===== src/rtl/paper_pkg.sv =====
// paper_pkg: constants shared by the paper sequencer and its decoder.
//   DEF_PC_W  default program-counter / operand width (16-word program)
//   OP_*      2-bit opcodes carried in the top of each instruction word
//   state_t   sequencer FSM state encoding
package paper_pkg;

  localparam int DEF_PC_W = 4;

  localparam logic [1:0] OP_INC  = 2'b00;
  localparam logic [1:0] OP_JNO  = 2'b01;
  localparam logic [1:0] OP_CLR  = 2'b10;
  localparam logic [1:0] OP_HALT = 2'b11;

  typedef enum logic [2:0] {
    ST_IDLE,
    ST_FETCH,
    ST_DECODE,
    ST_EXEC,
    ST_WAIT_ACK,
    ST_HALT
  } state_t;

endpackage


===== src/rtl/paper_decode.sv =====
// paper_decode: maps a 2-bit opcode to one-hot command strobes.
//   opcode   in   instruction opcode
//   is_inc   out  opcode is INC
//   is_jno   out  opcode is JNO (jump if no overflow)
//   is_clr   out  opcode is CLR
//   is_halt  out  opcode is HALT
module paper_decode
  import paper_pkg::*;
(
  input  logic [1:0] opcode,
  output logic       is_inc,
  output logic       is_jno,
  output logic       is_clr,
  output logic       is_halt
);

  always_comb begin
    is_inc  = 1'b0;
    is_jno  = 1'b0;
    is_clr  = 1'b0;
    is_halt = 1'b0;
    case (opcode)
      OP_INC:  is_inc  = 1'b1;
      OP_JNO:  is_jno  = 1'b1;
      OP_CLR:  is_clr  = 1'b1;
      default: is_halt = 1'b1;
    endcase
  end

endmodule


===== src/rtl/paper_sequencer.sv =====
// paper_sequencer: tiny program sequencer driving a counter datapath.
// Each instruction walks FETCH -> DECODE -> EXEC (-> WAIT_ACK for INC/CLR).
//   clk         in   clock, all state on rising edge
//   rst_n       in   synchronous active-low reset
//   start       in   level; starts at PC 0 from IDLE or HALT
//   mem_addr    out  program-memory address (= pc)
//   mem_rd      out  one-cycle read strobe, data returns the next cycle
//   mem_data    in   instruction word {opcode, operand}
//   inc_pulse   out  one-cycle increment command
//   clr_pulse   out  one-cycle clear command
//   dp_ack      in   datapath completion strobe
//   sta         in   datapath overflow status, valid with dp_ack
//   jump_pulse  out  one cycle when a JNO branch is taken
//   busy        out  not IDLE and not HALT
//   halted      out  in HALT
//   pc          out  program counter
module paper_sequencer
  import paper_pkg::*;
#(
  parameter int PC_W = DEF_PC_W,
  parameter int OP_W = 2
) (
  input  logic                 clk,
  input  logic                 rst_n,
  input  logic                 start,
  output logic [PC_W-1:0]      mem_addr,
  output logic                 mem_rd,
  input  logic [OP_W+PC_W-1:0] mem_data,
  output logic                 inc_pulse,
  output logic                 clr_pulse,
  input  logic                 dp_ack,
  input  logic                 sta,
  output logic                 jump_pulse,
  output logic                 busy,
  output logic                 halted,
  output logic [PC_W-1:0]      pc
);

  localparam logic [PC_W-1:0] PC_ONE = 1;

  state_t                 state_q, state_d;
  logic [PC_W-1:0]        pc_q, pc_d;
  logic [OP_W+PC_W-1:0]   ir_q, ir_d;
  logic                   sta_q, sta_d;

  logic [OP_W-1:0]        opcode;
  logic [PC_W-1:0]        operand;
  logic                   is_inc, is_jno, is_clr, is_halt;

  assign opcode  = ir_q[OP_W+PC_W-1 -: OP_W];
  assign operand = ir_q[PC_W-1:0];

  paper_decode u_decode (
    .opcode  (opcode),
    .is_inc  (is_inc),
    .is_jno  (is_jno),
    .is_clr  (is_clr),
    .is_halt (is_halt)
  );

  always_ff @(posedge clk) begin
    if (!rst_n) begin
      state_q <= ST_IDLE;
      pc_q    <= '0;
      ir_q    <= '0;
      sta_q   <= 1'b0;
    end else begin
      state_q <= state_d;
      pc_q    <= pc_d;
      ir_q    <= ir_d;
      sta_q   <= sta_d;
    end
  end

  always_comb begin
    state_d    = state_q;
    pc_d       = pc_q;
    ir_d       = ir_q;
    sta_d      = sta_q;
    mem_rd     = 1'b0;
    inc_pulse  = 1'b0;
    clr_pulse  = 1'b0;
    jump_pulse = 1'b0;
    case (state_q)
      ST_IDLE, ST_HALT: begin
        if (start) begin
          pc_d    = '0;
          sta_d   = 1'b0;
          state_d = ST_FETCH;
        end
      end
      ST_FETCH: begin
        mem_rd  = 1'b1;
        state_d = ST_DECODE;
      end
      ST_DECODE: begin
        // Memory answers one cycle after the read strobe, i.e. now.
        ir_d    = mem_data;
        state_d = ST_EXEC;
      end
      ST_EXEC: begin
        if (is_inc) begin
          inc_pulse = 1'b1;
          state_d   = ST_WAIT_ACK;
        end else if (is_clr) begin
          clr_pulse = 1'b1;
          state_d   = ST_WAIT_ACK;
        end else if (is_jno) begin
          // Branch on the status captured at the last ack, not live sta.
          if (!sta_q) begin
            pc_d       = operand;
            jump_pulse = 1'b1;
          end else begin
            pc_d  = pc_q + PC_ONE;
            sta_d = 1'b0;
          end
          state_d = ST_FETCH;
        end else if (is_halt) begin
          state_d = ST_HALT;
        end
      end
      ST_WAIT_ACK: begin
        if (dp_ack) begin
          sta_d   = sta;
          pc_d    = pc_q + PC_ONE;
          state_d = ST_FETCH;
        end
      end
      default: state_d = ST_IDLE;
    endcase
  end

  assign mem_addr = pc_q;
  assign pc       = pc_q;
  assign busy     = (state_q != ST_IDLE) && (state_q != ST_HALT);
  assign halted   = (state_q == ST_HALT);

endmodule

===== config.mk =====
export PLATFORM = sky130hd
export DESIGN_NAME = paper_sequencer
export DESIGN_NICKNAME = d
export VERILOG_FILES = /design/src/rtl/paper_pkg.sv /design/src/rtl/paper_decode.sv /design/src/rtl/paper_sequencer.sv
export SDC_FILE = /design/constraint.sdc
export NUM_CORES = 1
export LEC_CHECK = 0
export CAP_MARGIN = 10
export CORE_ASPECT_RATIO = 0.7
export CORE_MARGIN = 2
export CORE_UTILIZATION = 39
export CTS_CLUSTER_SIZE = 12
export DETAILED_ROUTE_END_ITERATION = 10
export GPL_TIMING_DRIVEN = 0
export PLACE_DENSITY = 0.66
export SLEW_MARGIN = 20
export SYNTH_ARGS = -nofsm -noshare
export SYNTH_HDL_FRONTEND = slang
export SYNTH_SLANG_ARGS = --single-unit

===== constraint.sdc =====
create_clock -name clk -period 4.4 [get_ports clk]
set_input_delay 0.88 -clock clk [delete_from_list [all_inputs] [get_ports clk]]
set_output_delay 0.88 -clock clk [all_outputs]
set_load 0.005 [all_outputs]

==> flow_metrics.env, run 1 <==
export IMPL_status="complete, no violations"
export IMPL_place_ws_ns=1.781
export IMPL_place_hpwl_mm=1.551
export IMPL_ys_async_sr_fraction_pct=0
export IMPL_arrival_ns=2.02
export IMPL_clk_pin_slew_worst_paths_ns=0.08
export IMPL_cts_buffers=3
export IMPL_synth_edf_count=0
export IMPL_fin_crit_ns=2.902
export IMPL_root_buffer="clkbuf_4"
export IMPL_grt_overflow=0
export IMPL_clock_skew_ns=0.009175
export IMPL_ant_nets=0
export IMPL_drt_iter0_markers=46
export IMPL_die_y_um=43.54
export IMPL_syn_instance_count=102
export IMPL_finalHoldViolations=0
export IMPL_reg2reg_depth=6
export IMPL_cp_required_ns=3.52
export IMPL_path_class="reg2out"
export IMPL_ir_drop_mv=0.1685
export IMPL_gp_congestion=0.7789
export IMPL_power_leakage_nw=0.4648
export IMPL_p_per_area_mw_per_mm2=324.1
export IMPL_hold_path_class="reg2reg"
export IMPL_yosysWarnings=0
export IMPL_fin_util_pct=55.56
export IMPL_cp_max_fo=4
export IMPL_track_usage_pct=16.35
export IMPL_fmax_mhz=344.6
export IMPL_coreArea_sq_mm=0.002137
export IMPL_start_util_pct=40.75
export IMPL_multi_input_area_sq_um=516.7
export IMPL_vias=795
export IMPL_first_global_vias=748
export IMPL_die_x_um=60.48
export IMPL_cts_htree_levels=1
export IMPL_r2r_end="mem_addr[3]"
export IMPL_synthTopCellsByArea="dfxtp_1, ha_1, nor2_1, mux2i_1, buf_4"
export IMPL_hold_path_depth=2
export IMPL_ys_seq_area_share_pct=32.18
export IMPL_r2r_slack_ns=2.50
export IMPL_postCtsSetupRepairBufs=0
export IMPL_synth_nets=118
export IMPL_clock_latency_ns=0.29
export IMPL_cp_startpoint="ir_q[4]"
export IMPL_antennaDiodeCount=0
export IMPL_critPathCaptureType="output pin"
export IMPL_cts_resized=0
export IMPL_drc=0
export IMPL_cts_path_max_buffers=2
export IMPL_setup_violations=0
export IMPL_syn2layout_area_growth_pct=36.35
export IMPL_synth_commonest_cells="nor2_1, dfxtp_1, a21oi_1"
export IMPL_r2r_start="ir_q[4]"
export IMPL_antenna_found_initial=0
export IMPL_yosys_most_used_dff="dfxtp_1"
export IMPL_start_kind="flop"
export IMPL_synth_area_sq_um=870.8
export IMPL_hold_end="ir_q[0]"
export IMPL_synth_largest_area_cell="dfxtp_1"
export IMPL_drv_slew=0
export IMPL_design_power_total_mw=0.3848
export IMPL_fin_ws_ns=1.498
export IMPL_final_seq_area_sq_um=280.3
export IMPL_drt_total_wl_mm=2.041
export IMPL_ios=25
export IMPL_ys_seq_elements=14
export IMPL_min_from="ir_q[0]"
export IMPL_rows=14
export IMPL_yosysUniqueCellTypes=36
export IMPL_drive_gt1_share_pct=11.54
export IMPL_worst_pin_slew_ns=0.4739
export IMPL_min_period_over_period_pct=65.96
export IMPL_grt_pass1_wl_mm=3.180
export IMPL_maxCapViolations=0
export IMPL_fin_nets=147
export IMPL_fillers=223
export IMPL_synth_top_area_share_pct=32.18
export IMPL_firstDrtPassIters=4
export IMPL_wl_per_cell_um=12.60
export IMPL_cts_tree="built"
export IMPL_finalSetupTns_ns=0
export IMPL_hold_buffers=0
export IMPL_die_area_sq_mm=0.002633
export IMPL_grt_max_degree=11
export IMPL_yosysMostFrequentCell="nor2_1"
export IMPL_place_port_buffers=24
export IMPL_cts_sinks=14
export IMPL_rsz0062_at_grt="no"
export IMPL_via_per_inst=4.907
export IMPL_syn_avg_cell_area_sq_um=8.538
export IMPL_slew_headroom_pct=68.41
==> worst max-delay path: stages (launching register included) <==
cell	delay [ns]
dfxtp_1	0.34
inv_1	0.09
ha_1	0.22
or3b_1	0.40
nor3_1	0.17
clkdlybuf4s50_1	0.53
==> cell usage in the layout (no fill, tap or decap), types with 2 or more instances in the layout <==
cell type,n
clkdlybuf4s50_1,24
nor2_1,15
dfxtp_1,14
a21oi_1,7
inv_1,6
buf_4,5
mux2i_1,5
ha_1,5
nor2b_1,3
and2_1,3
nor3_1,3
nand3_1,3
clkbuf_4,3
buf_2,2
nor3b_1,2
xnor2_1,2
nand2b_1,2
o21ai_0,2
o311a_1,2
a22oi_1,2
nand2_1,2
==> stage by stage <==
stage / std cells / hold slack (ns) / cell area (sq um)
5_1_grt: 162 / 0.5280 / 1187
6_report: 162 / 0.5114 / 1187
2_1_floorplan: 102 / 0.4546 / 870.8
4_1_cts: 162 / 0.5169 / 1187
3_3_place_gp: 158 / 0.4844 / 1151
3_5_place_dp: 158 / 0.4946 / 1151
==> cell families after synthesis <==
family | count (synthesis) | synth area share, %
multiplexers | 5 | 5.747
adder cells (fa/ha/maj) | 5 | 7.184
AO/OA/AOI/OAI | 22 | 17.82
flip-flops | 14 | 32.18
AND/OR/NAND/NOR | 39 | 25.57
buffers and inverters | 14 | 8.477
XOR/XNOR | 3 | 3.018
==> state kept, by name (all words and copies together) (netlist names) <==
signal    count
state_q       3
sta_q         1
mem_addr      4
ir_q          6
==> final cells by class <==
cell class | instances | share of cell area [%]
multi-input combinational | 74 | 43.52
buffer | 8 | 4.320
tap | 32 | 3.372
timing repair buffer | 24 | 20.23
clock buffer | 4 | 3.056
sequential | 14 | 23.60
inverter | 6 | 1.897
==> metal layers <==
metal  GRT usage (%)  vias to the layer above  routed length (um)
met5               0                        -                   0
met4           3.913                        0                  11
met3           5.373                        2                 148
met2           27.61                       23                 946
met1           20.29                      362                 934
li1                -                      408                   -
==> power by group <==
group | switching (mW) | internal, mW | leakage (nW)
clock network | 0.0436 | 0.0504 | 0.0210
registers | 0.0129 | 0.140 | 0.114
logic | 0.0605 | 0.0769 | 0.330
total | 0.117 | 0.268 | 0.465
==> worst max-delay path by stage <==
stage | end | slack, ns | cells past startpoint
6_report | jump_pulse | 1.50 | 5
5_1_grt | jump_pulse | 1.38 | 5
4_1_cts | jump_pulse | 1.47 | 5
3_5_place_dp | jump_pulse | 1.78 | 5
3_3_place_gp | jump_pulse | 1.80 | 5
2_1_floorplan | jump_pulse | 2.38 | 4
(Power assumes the default switching activity.)
==> inputs of run 2 (changes only) <==
--- a/config.mk
+++ b/config.mk
@@ -12,7 +12,7 @@
 export CTS_CLUSTER_SIZE = 12
 export DETAILED_ROUTE_END_ITERATION = 10
 export GPL_TIMING_DRIVEN = 0
-export PLACE_DENSITY = 0.66
+export PLACE_DENSITY = 0.68
 export SLEW_MARGIN = 20
 export SYNTH_ARGS = -nofsm -noshare
 export SYNTH_HDL_FRONTEND = slang
==> constraint.sdc (replaced) <==
create_clock -name clk -period 2.5 [get_ports clk]
set_input_delay 0.5 -clock clk [delete_from_list [all_inputs] [get_ports clk]]
set_output_delay 0.5 -clock clk [all_outputs]
set_load 0.005 [all_outputs]
==> run 2 against run 1 <==
Compared with the run above:
- global-route usage is 0.20 points lower
- die area stayed put
- flip-flop and latch count stayed put
- first-iteration DRC count is 52% lower
- register-to-register slack worse by 1.9 ns
- sequential power is 76% higher
- sequential share of layout area hardly changed
- count of clock-buffer cells in the layout stayed put
- via count is 0.63% higher
- non-clock buffer count stayed put
- hold slack better by 0.0051 ns
- final cell count stayed put
- critical endpoint is now inc_pulse
==> flow_metrics.env, run 2 (synthesis results as in run 1) <==
export IMPL_cp_required_ns=2.00
export IMPL_met3_usage_pct=5.373
export IMPL_track_usage_pct=16.15
export IMPL_gp_congestion=0.7823
export IMPL_ios=25
export IMPL_power_leakage_nw=0.4697
export IMPL_final_cell_mix="clkdlybuf4s50_1, nor2_1, dfxtp_1"
export IMPL_cts_buffers=3
export IMPL_slew_headroom_pct=69.13
export IMPL_drv_slew=0
export IMPL_first_global_vias=731
export IMPL_drc=0
export IMPL_finalSetupTns_ns=0
export IMPL_coreArea_sq_mm=0.002137
export IMPL_die_area_sq_mm=0.002633
export IMPL_cp_startpoint="state_q[1]"
export IMPL_path_class="reg2out"
export IMPL_firstDrtPassIters=4
export IMPL_hold_buffers=0
export IMPL_fillers=210
export IMPL_via_per_inst=4.938
export IMPL_final_common_cell="clkdlybuf4s50_1"
export IMPL_grt_max_degree=11
export IMPL_clock_latency_ns=0.28
export IMPL_root_buffer="clkbuf_4"
export IMPL_cts_htree_levels=1
export IMPL_start_kind="flop"
export IMPL_grt_pass1_wl_mm=3.187
export IMPL_place_hpwl_mm=1.464
export IMPL_drt_iter0_markers=22
export IMPL_ir_drop_mv=0.2402
export IMPL_met1_usage_pct=22.99
export IMPL_cp_max_fo=10
export IMPL_worst_pin_slew_ns=0.4630
export IMPL_cts_path_max_buffers=2
export IMPL_arrival_ns=1.74
export IMPL_reg2reg_depth=6
export IMPL_r2r_start="ir_q[4]"
export IMPL_rsz0062_at_grt="no"
export IMPL_fmax_mhz=445.8
export IMPL_busiest_layer="met2"
export IMPL_rows=14
export IMPL_drt_total_wl_mm=1.876
export IMPL_start_util_pct=40.75
export IMPL_final_seq_area_sq_um=280.3
export IMPL_maxCapViolations=0
export IMPL_status="complete, no violations"
export IMPL_fin_nets=147
export IMPL_cp_endpoint="inc_pulse"
export IMPL_multi_input_area_sq_um=516.7
export IMPL_wl_per_cell_um=11.58
export IMPL_cts_sinks=14
export IMPL_place_ws_ns=0.2725
export IMPL_clock_skew_ns=0.005909
export IMPL_regMostFlops="ir_q"
export IMPL_drive_gt1_share_pct=11.54
export IMPL_finalHoldViolations=0
export IMPL_grt_overflow=0
export IMPL_setup_violations=0
export IMPL_postCtsSetupRepairBufs=0
export IMPL_fin_ws_ns=0.2567
export IMPL_place_port_buffers=24
export IMPL_fin_crit_ns=2.243
export IMPL_cts_tree="built"
export IMPL_r2r_end="mem_addr[3]"
export IMPL_vias=800
export IMPL_die_x_um=60.48
export IMPL_largest_register_ffs=6
export IMPL_ant_nets=0
export IMPL_antennaDiodeCount=0
export IMPL_hold_path_class="reg2reg"
export IMPL_r2r_slack_ns=0.61
export IMPL_syn2layout_area_growth_pct=36.21
export IMPL_antenna_found_initial=0
export IMPL_clk_pin_slew_worst_paths_ns=0.09
export IMPL_met2_usage_pct=24.35
export IMPL_p_per_area_mw_per_mm2=566.5
export IMPL_die_y_um=43.54
export IMPL_critPathCaptureType="output pin"
export IMPL_min_period_over_period_pct=89.73
## run 2: per-layer routing
layer,vias up,share of wire [%]
li1,410,-
met4,0,0.75
met5,-,0
met3,2,5.0
met1,369,49
met2,19,45
## run 2: area by class of cell
class	instances	share of cell area, %
multi-input combinational	74	43.57
timing repair buffer	24	20.15
inverter	6	1.899
buffer	8	4.325
clock buffer	4	3.059
sequential	14	23.63
tap	32	3.376
## run 2: worst min path at each step
stage               startpoint       to  depth (start not counted)
finish                 ir_q[1]  ir_q[1]                          2
global route           ir_q[2]  ir_q[2]                          2
CTS                    ir_q[0]  ir_q[0]                          2
detailed placement     ir_q[0]  ir_q[0]                          2
global placement       ir_q[3]  ir_q[3]                          2
floorplan              ir_q[3]  ir_q[3]                          2
## run 2: repair_timing
action                                  CTS  global route
endpoints found under the setup margin    1             0
endpoints found under the hold margin     0             0
gates resized for setup                   1             0
## run 2: metrics by stage
| stage | area [sq um] | std cells | power (mW) | utilization, % | hold WS, ns |
|---|---|---|---|---|---|
| 3_3_place_gp | 1151 | 158 | 0.5066 | 53.86 | 0.4835 |
| 2_1_floorplan | 870.8 | 102 | 0.4181 | - | 0.4546 |
| 4_1_cts | 1186 | 162 | 0.6786 | 55.50 | 0.5218 |
| 5_1_grt | 1186 | 162 | 0.7215 | 55.50 | 0.5497 |
| 3_5_place_dp | 1151 | 158 | 0.5123 | 53.86 | 0.5009 |
| 6_report | 1186 | 162 | 0.6719 | 55.50 | 0.5165 |
## run 2: report_power, final
part           switching, mW  internal [mW]
Combinational          0.103          0.135
Sequential            0.0216          0.247
Clock                 0.0767         0.0886
## run 2: critical path, stage by stage, from the launching register on
cell and delay, ns:
dfxtp_1 0.35, buf_2 0.21, and3b_1 0.26, and2_1 0.15, clkdlybuf4s50_1 0.49
